File: config.mk
export PLATFORM = sky130hd
export DESIGN_NAME = seq_multiplier_flat
export DESIGN_NICKNAME = d
export VERILOG_FILES = /design/src/rtl/seq_multiplier_if.sv /design/src/rtl/seq_multiplier.sv /design/src/flat_wrapper.sv
export SDC_FILE = /design/constraint.sdc
export NUM_CORES = 1
export LEC_CHECK = 0
export ABC_AREA = 1
export CAP_MARGIN = 20
export CORE_ASPECT_RATIO = 1.1
export CORE_MARGIN = 2
export CORE_UTILIZATION = 50
export CTS_CLUSTER_SIZE = 40
export DETAILED_ROUTE_END_ITERATION = 10
export PLACE_DENSITY = 0.77
export SLEW_MARGIN = 0
export SYNTH_ARGS = -nofsm -noshare
export SYNTH_HDL_FRONTEND = slang
export SYNTH_SLANG_ARGS = --single-unit
File: constraint.sdc
create_clock -name clk -period 8.5 [get_ports clk]
set_input_delay 1.7 -clock clk [delete_from_list [all_inputs] [get_ports clk]]
set_output_delay 1.7 -clock clk [all_outputs]
set_load 0.05 [all_outputs]
File: src/rtl/seq_multiplier_if.sv
// Handshake/operand bundle between the EX-stage control and the shift-add multiplier.
// SEQ_MUL_SIGNED_EN adds the signed_op request bit.
interface seq_multiplier_if #(parameter int WIDTH = 32);
  logic             start;
  logic [WIDTH-1:0] dataA;
  logic [WIDTH-1:0] dataB;
`ifdef SEQ_MUL_SIGNED_EN
  logic             signed_op;
`endif
  logic             busy;
  logic             done;
  logic [WIDTH-1:0] result_hi;
  logic [WIDTH-1:0] result_lo;

  modport master (
    output start, dataA, dataB,
`ifdef SEQ_MUL_SIGNED_EN
    output signed_op,
`endif
    input  busy, done, result_hi, result_lo
  );

  modport slave (
    input  start, dataA, dataB,
`ifdef SEQ_MUL_SIGNED_EN
    input  signed_op,
`endif
    output busy, done, result_hi, result_lo
  );
endinterface

File: src/rtl/seq_multiplier.sv
// Shift-add multiplier for MULT/MULTU: one WIDTH-bit add and one shift per cycle, constant latency.
// Define SEQ_MUL_SIGNED_EN to add signed operation through the signed_op request bit.
module seq_multiplier #(
  parameter int WIDTH = 32,
  parameter int CNT_W = 6
) (
  input logic           clk,
  input logic           rst,
  seq_multiplier_if.slave bus
);
  typedef enum logic [1:0] {IDLE, RUN, DONE} state_t;

  state_t             state;
  logic [CNT_W-1:0]   count;
  logic [WIDTH-1:0]   mcand;
  logic [2*WIDTH-1:0] prod;
  logic [2*WIDTH-1:0] prodNext;
  logic [2*WIDTH-1:0] finalProd;
  logic [WIDTH:0]     sum;
  logic [WIDTH-1:0]   opA;
  logic [WIDTH-1:0]   opB;
  logic               busyR;
  logic               doneR;
  logic [WIDTH-1:0]   hiR;
  logic [WIDTH-1:0]   loR;

`ifdef SEQ_MUL_SIGNED_EN
  logic sign;
`endif

  // Carry of the upper add is kept in sum[WIDTH] and shifted back into the product MSB.
  always_comb begin
    sum       = {1'b0, prod[2*WIDTH-1:WIDTH]} + (prod[0] ? {1'b0, mcand} : '0);
    prodNext  = {sum, prod[WIDTH-1:1]};
`ifdef SEQ_MUL_SIGNED_EN
    finalProd = sign ? -prodNext : prodNext;
    opA       = (bus.signed_op && bus.dataA[WIDTH-1]) ? -bus.dataA : bus.dataA;
    opB       = (bus.signed_op && bus.dataB[WIDTH-1]) ? -bus.dataB : bus.dataB;
`else
    finalProd = prodNext;
    opA       = bus.dataA;
    opB       = bus.dataB;
`endif
  end

  always_ff @(posedge clk or posedge rst) begin
    if (rst) begin
      state <= IDLE;
      count <= '0;
      mcand <= '0;
      prod  <= '0;
      busyR <= 1'b0;
      doneR <= 1'b0;
      hiR   <= '0;
      loR   <= '0;
`ifdef SEQ_MUL_SIGNED_EN
      sign  <= 1'b0;
`endif
    end else begin
      case (state)
        IDLE: begin
          doneR <= 1'b0;
          if (bus.start) begin
            mcand <= opA;
            prod  <= {{WIDTH{1'b0}}, opB};
            count <= '0;
            busyR <= 1'b1;
            state <= RUN;
`ifdef SEQ_MUL_SIGNED_EN
            sign  <= bus.signed_op & (bus.dataA[WIDTH-1] ^ bus.dataB[WIDTH-1]);
`endif
          end
        end
        RUN: begin
          prod  <= prodNext;
          count <= count + 1'b1;
          if (count == CNT_W'(WIDTH-1)) begin
            hiR   <= finalProd[2*WIDTH-1:WIDTH];
            loR   <= finalProd[WIDTH-1:0];
            doneR <= 1'b1;
            state <= DONE;
          end
        end
        DONE: begin
          doneR <= 1'b0;
          busyR <= 1'b0;
          state <= IDLE;
        end
        default: begin
          doneR <= 1'b0;
          busyR <= 1'b0;
          state <= IDLE;
        end
      endcase
    end
  end

  assign bus.busy      = busyR;
  assign bus.done      = doneR;
  assign bus.result_hi = hiR;
  assign bus.result_lo = loR;
endmodule

File: src/flat_wrapper.sv
// flat-port wrapper written by rule: the top's interface ports become plain ports
module seq_multiplier_flat 
#(
  parameter int WIDTH = 32,
  parameter int CNT_W = 6
)
  (clk, rst, bus_start, bus_dataA, bus_dataB, bus_busy, bus_done, bus_result_hi, bus_result_lo);
  seq_multiplier_if #(.WIDTH(WIDTH)) bus_i ();
  input logic clk;
  input logic rst;
  input wire logic [$bits(bus_i.start)-1:0] bus_start;
  input wire logic [$bits(bus_i.dataA)-1:0] bus_dataA;
  input wire logic [$bits(bus_i.dataB)-1:0] bus_dataB;
  output wire logic [$bits(bus_i.busy)-1:0] bus_busy;
  output wire logic [$bits(bus_i.done)-1:0] bus_done;
  output wire logic [$bits(bus_i.result_hi)-1:0] bus_result_hi;
  output wire logic [$bits(bus_i.result_lo)-1:0] bus_result_lo;
  assign bus_i.start = bus_start;
  assign bus_i.dataA = bus_dataA;
  assign bus_i.dataB = bus_dataB;
  assign bus_busy = bus_i.busy;
  assign bus_done = bus_i.done;
  assign bus_result_hi = bus_i.result_hi;
  assign bus_result_lo = bus_i.result_lo;
  seq_multiplier #(.WIDTH(WIDTH), .CNT_W(CNT_W)) u_core (.clk(clk), .rst(rst), .bus(bus_i));
endmodule
======== Yosys cells after proc, flatten, opt, wreduce, memory -nomap -nowiden ========
Index checks and enable logic that the tools add are counted.
operators by class
  add/subtract/negate cells ............... 2
  multipliers ............................. 0
  div/mod/pow operators ................... 0
  order comparisons ....................... 0
  equality and inequality tests ........... 4
  shift operators ......................... 0
  mux-type cells .......................... 12
  bitwise gates (word level) .............. 1
  reductions and logical operators ........ 7
operators with widths
  cell                                                                    count
  64-bit case mux with 2 select lines                                     1
  64-bit 2-to-1 mux                                                       1
  32-bit by 33-bit adder with 33-bit output                               1
  32-bit 2-to-1 mux                                                       1
  6-bit case mux with 2 select lines                                      1
  2-bit AND reduction                                                     5
  6-bit by 1-bit adder with 6-bit output (second input constant)          1
  6-bit by 5-bit equality test with 1-bit output (second input constant)  1
  6-bit 2-to-1 mux                                                        1
  2-bit 2-to-1 mux                                                        2
  2-bit case mux with 2 select lines                                      1
  1-bit 2-to-1 mux                                                        3
  2-bit by 1-bit equality test with 1-bit output (second input constant)  1
  2-bit logical NOT                                                       1
  2-bit by 1-bit != test with 1-bit output (second input constant)        1
  2-bit != test (second input constant)                                   1
  1-bit case mux with 2 select lines                                      1
  2-bit nonzero test                                                      1
  1-bit inverter                                                          1
storage, ports and cells
  register bits after elaboration ......... 170
  latch bits .............................. 0
  bits in writable memories ............... 0
  bits in read-only memories .............. 0
  input bits .............................. 67
  output and inout bits ................... 66
  logic and storage cells ................. 34
  memories ................................ 0

======== Logic depth before layout (Yosys ltp) ========
Gate-level depths: netlist (run 1).
  depth in word-level cells ............... 3
  depth in mapped cells ................... 17

======== Least setup slack after synthesis (run 1) ========
Ideal clock, no wire load.
  kind .................................... input to register
  start ................................... input bus_start
  end ..................................... register u_core.mcand[0]
  setup time .............................. 0.116 ns
  arrival time ............................ 2.558 ns
  slack ................................... 5.826 ns
  stages .................................. 7
  cell sequence ........................... nand2_1 > nor2_1 > inv_2 > clkbuf_1 > buf_2 > nand2_1 > nand2_1
between the ends
  word-level cells in the longest chain between the ends .. 1
ends and longest elaborated chain
  item                           RTL line              text
  start: declaration             flat_wrapper.sv:11    input wire logic [$bits(bus_i.start)-1:0] bus_start;
  2-bit AND reduction (no line)  n/a
  end signal: assignment         seq_multiplier.sv:64  mcand <= opA;
  end: declaration               seq_multiplier.sv:15  logic [WIDTH-1:0] mcand;
Every way passes these cells.
A chain may end at the register's enable or synchronous reset.

======== Worst setup path after layout (run 1) ========
  start ................................... input bus_start
  end ..................................... register u_core.prod[4]
between the ends
  word-level cells in the longest chain between the ends .. 2
ends and longest elaborated chain
  item                           RTL line              text
  2-bit != test (no line)        n/a
  2-bit AND reduction (no line)  n/a
  end signal: assignment         seq_multiplier.sv:65  prod <= {{WIDTH{1'b0}}, opB};
  end signal: assignment         seq_multiplier.sv:75  prod <= prodNext;
  end: declaration               seq_multiplier.sv:16  logic [2*WIDTH-1:0] prod;
Every way passes these cells.

==> qor.tcl, run 1 <==
set qor(outcome) {finished clean}
set qor(layout.cells.most_common) {sky130_fd_sc_hd__nand2_1}
set qor(drv_slew) 0
set qor(cts.repair.resized) 0
set qor(switching_power_w) 0.002174
set qor(critPathLaunchType) {input pin}
set qor(core_area_mm2) 0.01780
set qor(drt_first_pass_iters) 5
set qor(synth-simple-area-share_pct) 28.58
set qor(ys_types) 34
set qor(max_freq_mhz) 268.7
set qor(port-buffer-count) 132
set qor(share_seq_of_total_power_pct) 30.8
set qor(die-height_um) 145.8
set qor(cellPowerDensity_mw_per_mm2) 403.3
set qor(wl_um) 23660
set qor(maxCapViolCount) 0
set qor(hold_path_class) {flop to flop}
set qor(mean_post_synth_cell_area_um2) 7.378
set qor(combinationalPowerShare_pct) 52.1
set qor(timing_hold_violations_final) 0
set qor(worst-setup-path-type) {input pin to flop}
set qor(clk_pin_slew_worst_paths_ns) 0.07
set qor(cts_made_buffers) 17
set qor(post_synth_mux_area_share_pct) 0
set qor(cts_tree) {built}
set qor(yosys.area_share.adder_pct) 4.740
set qor(vias_in_the_first_global_route) 7813
set qor(worst_ep_required_time_ns) 8.86
set qor(fin_crit_sh_pct) 43.78
set qor(post_route_cells_drive_above_1_share_pct) 4.091
set qor(viasPerCell) 5.009
set qor(clock_sinks) 170
set qor(grt.overflow.total) 0
set qor(period_minus_slack_ns) 3.722
set qor(post-synth-top-area-fraction_pct) 46.58
set qor(synthToLayoutAreaGrowth_pct) 22.73
set qor(synth_top_family_by_area) {simple AND/OR/NAND/NOR gates}
set qor(layout.cells.most_common_list) {sky130_fd_sc_hd__nand2_1, sky130_fd_sc_hd__inv_1, sky130_fd_sc_hd__dfrtp_1}
set qor(place_congestion) 0.9648
set qor(clk-insertion-delay-late_ns) 0.44
set qor(syn-cell-area_mm2) 0.009134
set qor(path_cells) {clkdlybuf4s50_1, nand2_1, nor2_4, buf_4, nor2_4, buf_4, inv_1, o211ai_1}
set qor(routed_length_per_placed_instance_um) 14.71
set qor(root_buffer) {sky130_fd_sc_hd__clkbuf_16}
set qor(critical_path.max_stage_delay_ns) 0.55
set qor(cellLeakagePower_nw) 6.155
set qor(cts_hold_repair.buffers) 0
set qor(drtAntennaViolNets) 0
set qor(synthesis.yosys.warnings) 0
set qor(postSynthRegisterBits) 170
set qor(internal_power_w) 0.002347
set qor(floorplan.initialDensity_pct) 51.30
set qor(critPathCaptureType) {flop}
set qor(syn-num-nets) 1339
set qor(crit_slowest_cell) {sky130_fd_sc_hd__buf_4}
set qor(rsz_0062_raised_after_global_routing) {no}
set qor(dp_hpwl_um) 16600
set qor(finalClockSkew_ns) 0.01713
set qor(instances_no_fill) 1608
set qor(dp_cells) 1574
set qor(postCtsSetupBuffers) 0
set qor(detailed_route_via_count) 8054
set qor(synth_compound_area_share_pct) 8.890
set qor(drc_marker_count_from_the_first_detailed_route_iteration) 513
set qor(synthXorXnorAreaFrac_pct) 1.342
set qor(synth_top_area_cell) {sky130_fd_sc_hd__dfrtp_1}
set qor(grt_util_all_layers_pct) 25.27
set qor(fillers) 1580
set qor(fin_tns_setup_ns) 0
set qor(antenna_found_initial) 3
set qor(nets) 1457
set qor(finalSetupViolCount) 0
set qor(core.rowCount) 51
set qor(sequential_element_share_of_the_synthesized_area_pct) 46.58
set qor(synthesis.instances) 1238
set qor(drc) 0
set qor(p_sw_share_pct) 48.08
set qor(htreeDepth) 4
set qor(cts-root-to-sink-buffers) 2
set qor(dieArea_mm2) 0.01937
set qor(grt_pass1_wl_um) 38890
set qor(top_level_ports) 133
set qor(post_synth_main_area_contributors) {sky130_fd_sc_hd__dfrtp_1, sky130_fd_sc_hd__nand2_1, sky130_fd_sc_hd__inv_1, sky130_fd_sc_hd__ha_1, sky130_fd_sc_hd__nand3_1}
set qor(worst_pin_slew_ns) 0.9395
set qor(slew_headroom_pct) 37.37
set qor(p_clk_share_pct) 17.1
set qor(grt_start_max_net_pins) 106
set qor(chipWidth_um) 132.9
set qor(path_max_fanout) 42
set qor(critPathArrivalTime_ns) 4.08
set qor(max-vdd-ir-drop_v) 0.0002041
path summary, 6_finish.rpt:
| path | slack, ns | start | depth (start not counted) | endpoint |
|---|---|---|---|---|
| worst min-delay path | 0.47 | u_core.bus.result_lo[31]$_DFFE_PP0P_ | 2 | u_core.bus.result_lo[31]$_DFFE_PP0P_ |
| min in group asynchronous | 1.84 | rst | 2 | u_core.mcand[5]$_DFFE_PP0P_ |
| worst max-delay path | 4.78 | bus_start | 8 | u_core.prod[4]$_DFFE_PP0P_ |
| worst max register to register | 5.44 | u_core.prod[0]$_DFFE_PP0P_ | 12 | u_core.prod[46]$_DFFE_PP0P_ |
| max in group asynchronous | 5.29 | rst | 3 | u_core.bus.result_lo[31]$_DFFE_PP0P_ |
| worst min register to register | 0.47 | u_core.bus.result_lo[31]$_DFFE_PP0P_ | 2 | u_core.bus.result_lo[31]$_DFFE_PP0P_ |
metal layers:
layer  GRT usage (%)  vias up  part of all wire [%]  wire, um
met3           4.876       32                   5.0      1176
met2           40.70      211                    47     11030
met5               0        -                 0.055        13
li1                -     4086                     -         -
met4           8.495        2                   2.1       493
met1           34.46     3723                    46     10940
power groups by stage:
| stage | logic (W) | clock network [W] | registers (W) |
|---|---|---|---|
| finish | 0.00235 | 0.000774 | 0.00139 |
| global route | 0.00260 | 0.000818 | 0.00143 |
| CTS | 0.00236 | 0.000785 | 0.00139 |
| detailed placement | 0.00235 | 0 | 0.00140 |
| global placement | 0.00230 | 0 | 0.00139 |
| floorplan | 0.00126 | 0 | 0.00181 |
cell type report:
cell class / instances / area [um^2] / share of cell area (%)
diodes: 1 / 2.502 / 0.02232
clock buffers: 18 / 429.2 / 3.829
clock inverters: 14 / 152.6 / 1.362
inverters: 184 / 696.9 / 6.217
multi-input cells: 844 / 3990 / 35.60
flip-flops and latches: 170 / 4254 / 37.95
well taps: 238 / 297.8 / 2.657
repair buffers: 139 / 1386 / 12.37
cells in the mapped netlist:
cell type,n
sky130_fd_sc_hd__a21o_1,1
sky130_fd_sc_hd__a21oi_1,41
sky130_fd_sc_hd__a221oi_1,4
sky130_fd_sc_hd__a22o_1,2
sky130_fd_sc_hd__a22oi_1,3
sky130_fd_sc_hd__buf_1,2
sky130_fd_sc_hd__buf_2,13
sky130_fd_sc_hd__buf_6,6
sky130_fd_sc_hd__clkbuf_1,19
sky130_fd_sc_hd__dfrtp_1,170
sky130_fd_sc_hd__fa_1,1
sky130_fd_sc_hd__ha_1,33
sky130_fd_sc_hd__inv_1,180
sky130_fd_sc_hd__inv_2,4
sky130_fd_sc_hd__nand2_1,516
sky130_fd_sc_hd__nand2_2,1
sky130_fd_sc_hd__nand3_1,66
sky130_fd_sc_hd__nand3b_1,5
sky130_fd_sc_hd__nand4_1,3
sky130_fd_sc_hd__nand4_2,1
sky130_fd_sc_hd__nor2_1,53
sky130_fd_sc_hd__nor2_2,2
sky130_fd_sc_hd__nor2_4,1
sky130_fd_sc_hd__nor2_8,1
sky130_fd_sc_hd__nor3_1,5
sky130_fd_sc_hd__o211ai_1,2
sky130_fd_sc_hd__o21ai_0,33
sky130_fd_sc_hd__o21ai_1,24
sky130_fd_sc_hd__o21ai_2,6
sky130_fd_sc_hd__o21bai_1,3
sky130_fd_sc_hd__o221ai_1,2
sky130_fd_sc_hd__o22ai_1,21
sky130_fd_sc_hd__xnor2_1,10
sky130_fd_sc_hd__xor2_1,4
state kept, by name, summed over array words and instances, names as in the netlist:
name	flops
u_core.bus.busy	1
u_core.prod	64
u_core.count	6
u_core.mcand	32
u_core.bus.result_hi	32
u_core.state	2
u_core.bus.result_lo	32
u_core.bus.done	1
kinds of logic (layout without fill, tap and decap cells):
kind of cell | after synthesis | in the layout
fa+ha+maj | 34 | 34
flops | 170 | 170
buf+inv | 224 | 355
xor+xnor | 14 | 14
other cells | 0 | 1
simple gates | 654 | 654
compound gates | 142 | 142
per-stage QoR:
| step | power (W) | setup slack (ns) | utilization (%) | area (um^2) | hold slack, ns |
|---|---|---|---|---|---|
| 2_1_floorplan | 0.003071 | 2.197 | - | 9134 | 0.4417 |
| 3_3_place_gp | 0.003687 | 4.426 | 59.57 | 10610 | 0.4560 |
| 3_5_place_dp | 0.003744 | 4.364 | 59.57 | 10610 | 0.4587 |
| 4_1_cts | 0.004537 | 4.784 | 62.84 | 11190 | 0.4755 |
| 5_1_grt | 0.004851 | 4.586 | 62.96 | 11210 | 0.4963 |
| 6_report | 0.004521 | 4.778 | 62.96 | 11210 | 0.4747 |
critical path: cells and delay by family:
kind	cells	cell delay (ns)
buf+inv	4	1.48
simple gates	3	0.65
compound gates	1	0.23
Power figures use the tool's default switching activity.
==> run 2, diff against run 1 <==
Settings changed: PLACE_DENSITY 0.77 to 0.8.
Clock period 8.5 ns to 3.1 ns, I/O delays scaled along.
==> run 2 against run 1 <==
Against the previous run: utilization up 0.63 points; worst hold slack better by 0.0027 ns; highest routed layer is now met4; clock-buffer cell count down 1; via count up 2.8%; combinational power rose to 2.8 times the previous value; clock skew down 0.0026 ns.
==> qor.tcl, run 2 (synthesized netlist as in run 1, its figures left out) <==
set qor(outcome) {finished clean}
set qor(rsz_0062_raised_after_global_routing) {no}
set qor(routed_length_per_placed_instance_um) 14.95 ;# +1.6%
set qor(postCtsSetupBuffers) 0 ;# unchanged
set qor(critPathArrivalTime_ns) 2.77 ;# -1.31 ns
set qor(maxCapViolCount) 0 ;# unchanged
set qor(grt.overflow.total) 0 ;# unchanged
set qor(period_minus_slack_ns) 2.441
set qor(clock_sinks) 170 ;# unchanged
set qor(cts_made_buffers) 17 ;# unchanged
set qor(clk-insertion-delay-late_ns) 0.44 ;# about the same
set qor(drv_slew) 0 ;# unchanged
set qor(die-height_um) 145.8 ;# unchanged
set qor(p_clk_share_pct) 17.4 ;# +0.3 points
set qor(post_route_cells_drive_above_1_share_pct) 4.582 ;# +0.49 points
set qor(cts_tree) {built}
set qor(finalClockSkew_ns) 0.01455 ;# -0.002585 ns
set qor(slew_headroom_pct) 51.72 ;# +14 points
set qor(cts-root-to-sink-buffers) 2 ;# unchanged
set qor(drc_marker_count_from_the_first_detailed_route_iteration) 741 ;# +44%
set qor(p_sw_share_pct) 48.23 ;# +0.15 points
set qor(max_freq_mhz) 409.6
set qor(fillers) 1584 ;# +0.25%
set qor(detailed_route_via_count) 8279 ;# +2.8%
set qor(internal_power_w) 0.006515 ;# +180%
set qor(max-vdd-ir-drop_v) 0.0008410 ;# +310%
set qor(fin_tns_setup_ns) 0 ;# unchanged
set qor(cellLeakagePower_nw) 6.212 ;# +0.93%
set qor(dpl_cell_area_mm2) 0.01072 ;# +1.1%
set qor(grt_util_all_layers_pct) 25.92 ;# +0.64 points
set qor(drt_first_pass_iters) 5 ;# unchanged
set qor(dp_hpwl_um) 17280 ;# +4.1%
set qor(antenna_found_initial) 1 ;# -2
set qor(post-route-worst-setup-slack_ns) 0.6586 ;# -4.120 ns
set qor(root_buffer) {sky130_fd_sc_hd__clkbuf_16}
set qor(timing_hold_violations_final) 0 ;# unchanged
set qor(drtAntennaViolNets) 0 ;# unchanged
set qor(drc) 0 ;# unchanged
set qor(viasPerCell) 5.129 ;# +2.4%
set qor(port-buffer-count) 132 ;# unchanged
set qor(grt_pass1_wl_um) 40210 ;# +3.4%
set qor(path_cells) {buf_4, nand2_1, inv_1, ha_1, nand2_1, nor2_1, nand2_1, nor2_1, nand2_1, nand2_1, nand2_1, nand3_1, nand2_1}
set qor(wl_um) 24130 ;# +2.0%
set qor(core_area_mm2) 0.01780 ;# unchanged
set qor(crit_slowest_cell) {sky130_fd_sc_hd__dfrtp_1}
set qor(path_max_fanout) 20 ;# -52%
set qor(worst_ep_required_time_ns) 3.42 ;# -5.44 ns
set qor(layout.cells.most_common) {sky130_fd_sc_hd__nand2_1}
set qor(chipWidth_um) 132.9 ;# unchanged
set qor(worst-setup-path-type) {flop to flop}
set qor(share_seq_of_total_power_pct) 30.1 ;# -0.7 points
set qor(floorplan.initialDensity_pct) 51.30 ;# unchanged
set qor(finalSetupViolCount) 0 ;# unchanged
set qor(critPathCaptureType) {flop}
set qor(clk_pin_slew_worst_paths_ns) 0.07 ;# about the same
set qor(critPathLaunchType) {flop}
set qor(combinationalPowerShare_pct) 52.5 ;# +0.4 points
set qor(timing.critical_path.mode_cell) {sky130_fd_sc_hd__nand2_1}
set qor(largest_register_ff_count) 64 ;# unchanged
set qor(switching_power_w) 0.006069 ;# +180%
set qor(htreeDepth) 4 ;# unchanged
set qor(nets) 1463 ;# +0.41%
set qor(multiInputGateArea_mm2) 0.003990 ;# unchanged
set qor(cts.repair.resized) 0 ;# unchanged
set qor(layout.cells.most_common_list) {sky130_fd_sc_hd__nand2_1, sky130_fd_sc_hd__inv_1, sky130_fd_sc_hd__dfrtp_1}
set qor(post-place-ws_ns) 0.7091 ;# -3.655 ns
set qor(core.rowCount) 51 ;# unchanged
set qor(cellPowerDensity_mw_per_mm2) 1111 ;# +180%
set qor(critical_path.max_stage_delay_ns) 0.38 ;# -0.17 ns
set qor(vias_in_the_first_global_route) 8112 ;# +3.8%
set qor(hold_path_class) {flop to flop}
set qor(largest_register) {u_core.prod}
set qor(grt_start_max_net_pins) 59 ;# -44%
set qor(synthToLayoutAreaGrowth_pct) 23.96
set qor(place_congestion) 0.9936 ;# +3.0%
set qor(final_design_area_no_fill_mm2) 0.01132 ;# +1.0%
set qor(fin_crit_sh_pct) 78.75
set qor(top_level_ports) 133 ;# unchanged
set qor(fin_util_pct) 63.60 ;# +0.63 points
set qor(dieArea_mm2) 0.01937 ;# unchanged
set qor(sequential_cell_area_mm2) 0.004254 ;# unchanged
set qor(cts_hold_repair.buffers) 0 ;# unchanged
set qor(worst_pin_slew_ns) 0.7224 ;# -0.2171 ns
run 2: cell count changes in the layout (fill, tap and decap cells not counted):
cell,previous run,this run
sky130_fd_sc_hd__buf_12,1,5
sky130_fd_sc_hd__buf_4,6,8
sky130_fd_sc_hd__clkbuf_1,1,0
sky130_fd_sc_hd__clkinv_4,2,0
sky130_fd_sc_hd__clkinv_8,1,2
sky130_fd_sc_hd__inv_8,4,6
run 2: path summary, 6_finish.rpt:
check | from | end | slack (ns) | depth (start not counted)
max | u_core.prod[0]$_DFFE_PP0P_ | u_core.bus.result_hi[26]$_DFFE_PP0P_ | 0.66 | 13
min | u_core.mcand[26]$_DFFE_PP0P_ | u_core.mcand[26]$_DFFE_PP0P_ | 0.48 | 2
max reg2reg | u_core.prod[0]$_DFFE_PP0P_ | u_core.bus.result_hi[26]$_DFFE_PP0P_ | 0.66 | 13
min reg2reg | u_core.mcand[26]$_DFFE_PP0P_ | u_core.mcand[26]$_DFFE_PP0P_ | 0.48 | 2
max in group asynchronous | rst | u_core.bus.result_lo[2]$_DFFE_PP0P_ | 1.77 | 3
min in group asynchronous | rst | u_core.mcand[3]$_DFFE_PP0P_ | 0.62 | 2
run 2: worst max-delay path: cells and delay by family, from the launching register on:
family	cells	cell delay, ns
buffers and inverters	2	0.27
AND/OR/NAND/NOR	10	1.32
flip-flops	1	0.38
adder cells (fa/ha/maj)	1	0.36
run 2: final cells by class:
class                           instances  share of cell area (%)
Multi-Input combinational cell        844                   35.24
Timing Repair Buffer                  145                   13.08
Clock buffer                           17                   3.757
Tap cell                              238                   2.630
Inverter                              184                   6.144
Sequential cell                       170                   37.57
Antenna cell                            1                 0.02210
Clock inverter                         15                   1.547
run 2: routing by layer:
| layer | part of all wire [%] | wire length (um) | global-route usage (%) |
|---|---|---|---|
| met1 | 44 | 10520 | 35.15 |
| met2 | 46 | 11190 | 41.50 |
| met3 | 7.9 | 1909 | 6.095 |
| met4 | 2.1 | 507 | 7.957 |
| met5 | 0 | 0 | 0 |
run 2: per-stage QoR:
stage / total power [W] / cells / hold WS (ns)
6_report: 0.01258 / 1614 / 0.4774
3_5_place_dp: 0.01039 / 1581 / 0.4600
4_1_cts: 0.01261 / 1613 / 0.4778
5_1_grt: 0.01348 / 1614 / 0.4904
3_3_place_gp: 0.01025 / 1581 / 0.4557
2_1_floorplan: 0.008421 / 1238 / 0.4417
run 2: power groups by stage:
stage / registers (W) / logic [W] / clock network (W)
2_1_floorplan: 0.00496 / 0.00346 / 0
3_3_place_gp: 0.00380 / 0.00645 / 0
3_5_place_dp: 0.00381 / 0.00659 / 0
4_1_cts: 0.00379 / 0.00662 / 0.00221
5_1_grt: 0.00391 / 0.00727 / 0.00231
6_report: 0.00379 / 0.00661 / 0.00219
